===== src/rtl/laser_score.sv =====
// laser_score: snoops the engine's target points, then re-scores the
// engine's two circle centres one point per cycle and pulses VALID.
module laser_score #(
  parameter int OBJ_NUM   = 40,
  parameter int RADIUS_SQ = 16
) (
  input  logic       CLK,
  input  logic       RST,
  input  logic       IN_VALID,
  input  logic [3:0] X,
  input  logic [3:0] Y,
  input  logic       DONE,
  input  logic [3:0] C1X,
  input  logic [3:0] C1Y,
  input  logic [3:0] C2X,
  input  logic [3:0] C2Y,
  output logic [5:0] COVER,
  output logic [5:0] C1_CNT,
  output logic [5:0] C2_CNT,
  output logic       VALID
);

  localparam logic [5:0] LAST = 6'(OBJ_NUM - 1);

  typedef enum logic [1:0] {
    S_LOAD,
    S_WAIT,
    S_EVAL,
    S_OUT
  } state_t;

  state_t state;
  state_t state_nx;

  logic [7:0] pts [OBJ_NUM];
  logic [5:0] load_cnt;
  logic [5:0] idx;
  logic [3:0] c1x_q, c1y_q, c2x_q, c2y_q;
  logic [5:0] cov_acc, c1_acc, c2_acc;

  logic load_en, cap_en, eval_en, out_en;
  logic [7:0] pt;
  logic in1, in2;

  function automatic logic inside_c(
    input logic [3:0] px,
    input logic [3:0] py,
    input logic [3:0] cx,
    input logic [3:0] cy
  );
    logic [3:0] dx, dy;
    logic [8:0] ex, ey, d2;
    dx = (px >= cx) ? px - cx : cx - px;
    dy = (py >= cy) ? py - cy : cy - py;
    ex = {5'b0, dx};
    ey = {5'b0, dy};
    d2 = ex * ex + ey * ey;
    return d2 <= 9'(RADIUS_SQ);
  endfunction

  always_ff @(posedge CLK) begin
    if (RST) state <= S_LOAD;
    else     state <= state_nx;
  end

  always_comb begin
    state_nx = state;
    unique case (state)
      S_LOAD: if (load_en && load_cnt == LAST) state_nx = S_WAIT;
      S_WAIT: if (DONE) state_nx = S_EVAL;
      S_EVAL: if (idx == LAST) state_nx = S_OUT;
      S_OUT:  state_nx = S_LOAD;
      default: state_nx = S_LOAD;
    endcase
  end

  // VALID still high means a new image may not start this cycle
  always_comb begin
    load_en = 1'b0;
    cap_en  = 1'b0;
    eval_en = 1'b0;
    out_en  = 1'b0;
    unique case (state)
      S_LOAD: load_en = IN_VALID && !VALID;
      S_WAIT: cap_en  = DONE;
      S_EVAL: eval_en = 1'b1;
      S_OUT:  out_en  = 1'b1;
      default: ;
    endcase
  end

  always_ff @(posedge CLK) begin
    if (load_en) pts[load_cnt] <= {Y, X};
  end

  assign pt  = pts[idx];
  assign in1 = inside_c(pt[3:0], pt[7:4], c1x_q, c1y_q);
  assign in2 = inside_c(pt[3:0], pt[7:4], c2x_q, c2y_q);

  always_ff @(posedge CLK) begin
    if (RST) begin
      load_cnt <= '0;
      idx      <= '0;
      c1x_q    <= '0;
      c1y_q    <= '0;
      c2x_q    <= '0;
      c2y_q    <= '0;
      cov_acc  <= '0;
      c1_acc   <= '0;
      c2_acc   <= '0;
      COVER    <= '0;
      C1_CNT   <= '0;
      C2_CNT   <= '0;
      VALID    <= 1'b0;
    end else begin
      VALID <= out_en;
      if (load_en) begin
        if (load_cnt == LAST) load_cnt <= '0;
        else                  load_cnt <= load_cnt + 6'd1;
      end
      if (cap_en) begin
        c1x_q   <= C1X;
        c1y_q   <= C1Y;
        c2x_q   <= C2X;
        c2y_q   <= C2Y;
        cov_acc <= '0;
        c1_acc  <= '0;
        c2_acc  <= '0;
        idx     <= '0;
      end
      if (eval_en) begin
        cov_acc <= cov_acc + {5'b0, in1 | in2};
        c1_acc  <= c1_acc + {5'b0, in1};
        c2_acc  <= c2_acc + {5'b0, in2};
        idx     <= (idx == LAST) ? '0 : idx + 6'd1;
      end
      if (out_en) begin
        COVER  <= cov_acc;
        C1_CNT <= c1_acc;
        C2_CNT <= c2_acc;
      end
    end
  end

endmodule


===== config.mk =====
export PLATFORM = sky130hd
export DESIGN_NAME = laser_score
export DESIGN_NICKNAME = d
export VERILOG_FILES = /design/src/rtl/laser_score.sv
export SDC_FILE = /design/constraint.sdc
export NUM_CORES = 1
export LEC_CHECK = 0
export ABC_AREA = 1
export BUFFER_PORTS_ARGS = -buffer_cell sky130_fd_sc_hd__buf_2
export CORE_MARGIN = 5
export CORE_UTILIZATION = 60
export DETAILED_ROUTE_END_ITERATION = 8
export GPL_ROUTABILITY_DRIVEN = 0
export PLACE_DENSITY = 0.88
export SLEW_MARGIN = 20
export SYNTH_ARGS = -nofsm -noshare
export SYNTH_HDL_FRONTEND = slang
export SYNTH_SLANG_ARGS = --single-unit

===== constraint.sdc =====
create_clock -name CLK -period 8.9 [get_ports CLK]
set_input_delay 1.78 -clock CLK [delete_from_list [all_inputs] [get_ports CLK]]
set_output_delay 1.78 -clock CLK [all_outputs]
set_load 0.01 [all_outputs]

==> flow_summary.json <==
{
  "outcome": "finished, violations left",
  "violations": "design-rule violations",
  "io_buffers": 46,
  "finalHoldViolations": 0,
  "drt-initial-drc-count": 1862,
  "endpoint_kind": "register",
  "syn-cell-area_mm2": 0.0183,
  "post-synth-top-count-cell": "nand2_1",
  "fin_skew_ps": 13.7,
  "postSynthAreaPerCell_um2": 10.4,
  "p_total_uw": 4170,
  "max-vdd-ir-drop_uv": 187,
  "netlist.area_leader.share_pct": 52.4,
  "min_period_ps": 8330,
  "drtAntennaViolNets": 0,
  "slew_headroom_pct": 33.8,
  "place_hpwl_mm": 26.1,
  "vias": 13297,
  "synth_top_cell_by_area": "edfxtp_1",
  "setup_tns_ps": 0,
  "wl_per_cell_um": 19.4,
  "clkSlewWorstSetupHoldPaths_ps": 60,
  "drc": 1,
  "ys_top_cells_by_area": "edfxtp_1, nand2_1, dfxtp_1",
  "crit_type": "reg2reg",
  "fmaxAchievable_ghz": 0.120,
  "critPathMaxStageDelay_ps": 740,
  "htreeDepth": 2,
  "power_density_mw_per_mm2": 209,
  "grt_pass1_wl_mm": 67.9,
  "ys_seq_elements": 393,
  "path_common_cell": "nand2_1",
  "multiInputGateArea_mm2": 0.00629,
  "cts_hold_buffers": 0,
  "dpl_cell_area_mm2": 0.0187,
  "track_usage_pct": 24.9,
  "seq_area_frac_synth_pct": 60.4,
  "async_flop_share_pct": 0,
  "firstDrtPassIters": 9,
  "ys.flop_type": "edfxtp_1",
  "core_area_mm2": 0.0303,
  "fill_cells": 1989,
  "cp-start-kind": "register",
  "die_area_mm2": 0.0341,
  "die_h_um": 185,
  "seqCellArea_mm2": 0.0111,
  "vias_per_cell": 6.04,
  "cts_buffer_depth": 3,
  "maxCapViolCount": 0,
  "worstPathRequired_ps": 9320,
  "grt_max_degree": 161,
  "slew_viol_final": 0,
  "antenna_cells": 0,
  "power_leakage_uw": 0.00768,
  "grt_overflow_total": 0,
  "fin_area_mm2": 0.0199,
  "numCtsBuffers": 39,
  "rsz0062_at_grt": "false",
  "antenna_found_initial": 0,
  "final_layout_size_suffix_gt1_share_pct": 7.36,
  "crit_slowest_cell": "buf_4",
  "initial_utilization_pct": 60.4,
  "clk_latency_ps": 540,
  "cts_tree": "built",
  "num_rows": 64,
  "cts_sinks": 393,
  "routed_wl_mm": 42.7,
  "hp-class": "reg2reg",
  "netlist_instances": 1763,
  "yosys_warnings": 0,
  "period_share_pct": 93.6,
  "setup_viol": 0,
  "final_nets": 1909,
  "worst-path-max-fanout": 80,
  "io_pins": 47,
  "cts_setup_buffers": 0,
  "area_growth_pct": 8.70,
  "tightest_slew_ps": 992,
  "root_buffer": "clkbuf_16",
  "synth_top_cells_by_count": "nand2_1, edfxtp_1, nand3_1",
  "worst-endpoint-arrival_ps": 8750,
  "synth_nets": 1895,
  "grt_pass1_vias": 13074,
  "ctsResizeCount": 0,
  "synth_edf_count": 320,
  "die_w_um": 185,
  "yosys.cell_types.count": 41
}
-- final timing paths --
| kind | from | end | slack [ps] | cells past startpoint |
|---|---|---|---|---|
| setup / recovery | register | cov_acc[4] | 570 | 39 |
| hold / removal | c2_acc[5] | c2_acc[5] | 470 | 2 |
| setup reg to reg | register | cov_acc[4] | 570 | 39 |
| hold reg to reg | c2_acc[5] | c2_acc[5] | 470 | 2 |
-- area by class of cell --
class                   instances  share of cell area [%]
multi-input cells            1154                    31.6
clock buffers                  49                    5.09
well taps                     396                    2.49
clock inverters                22                    1.00
repair buffers                 57                    1.76
flip-flops and latches        393                    55.6
inverters                     132                    2.50
-- power breakdown --
part	total, µW	internal [µW]	switching [µW]
Combinational	583	224	359
Sequential	2000	1990	3.10
Clock	1590	902	688
-- per-stage QoR --
stage | cells | hold slack, ps | setup slack [ps] | util, %
final | 2203 | 466 | 570 | 65.6
after global routing | 2203 | 501 | 114 | 65.6
after CTS | 2203 | 468 | 717 | 65.6
after detailed placement | 2132 | 457 | 894 | 61.6
after global placement | 2132 | 451 | 1260 | 61.6
after floorplan | 1763 | 435 | 2290 | -
-- placed cells by master (no fill, tap or decap), types with 4 or more instances in the layout --
cell type / count
xnor2_1: 7
dfxtp_1: 71
buf_2: 46
a21oi_1: 57
inv_1: 122
clkinv_2: 7
inv_2: 8
fa_1: 30
edfxtp_1: 320
o221ai_1: 8
o21ai_0: 86
clkbuf_16: 39
o22ai_1: 8
o21bai_1: 4
clkinv_1: 9
clkbuf_1: 10
nor2_1: 137
nor3_1: 6
o211ai_1: 9
buf_4: 8
nand3_1: 243
xor2_1: 11
o21ai_1: 7
ha_1: 74
nand2_1: 434
nand4_1: 8
-- cells by family after synthesis --
kind of cell / after synthesis / share of synthesized area (%)
AO/OA/AOI/OAI: 195 / 6.01
XOR/XNOR: 18 / 0.860
adder cells (fa/ha/maj): 104 / 8.33
buffers and inverters: 216 / 5.28
flip-flops: 393 / 60.4
AND/OR/NAND/NOR: 837 / 19.1
-- layer usage --
metal | wire length, µm | share of wire [%] | track usage (%)
met1 | 15900 | 37 | 32.9
met2 | 20900 | 49 | 41.6
met3 | 4130 | 9.7 | 4.07
met4 | 1750 | 4.1 | 9.89
met5 | 0 | 0 | 0
-- critical path: cells and delay by family (launching register included) --
kind,cells,cell delay (ps)
DFF,1,340
and+or+nand+nor,13,1550
buffers and inverters,8,1310
adders and majority gates,10,3630
AOI/OAI and AO/OA,7,1200
xor gates and xnor gates,1,150
-- flip-flops by register name, summed over array words and instances (netlist names), named ones only --
name / count
c1y_q: 4
VALID: 1
load_cnt: 6
c2y_q: 4
COVER: 6
cov_acc: 6
c1x_q: 4
idx: 6
C2_CNT: 6
C1_CNT: 6
c2_acc: 6
state: 2
c1_acc: 6
pts: 320
c2x_q: 4
No activity file was read; power rests on OpenSTA's default activity.
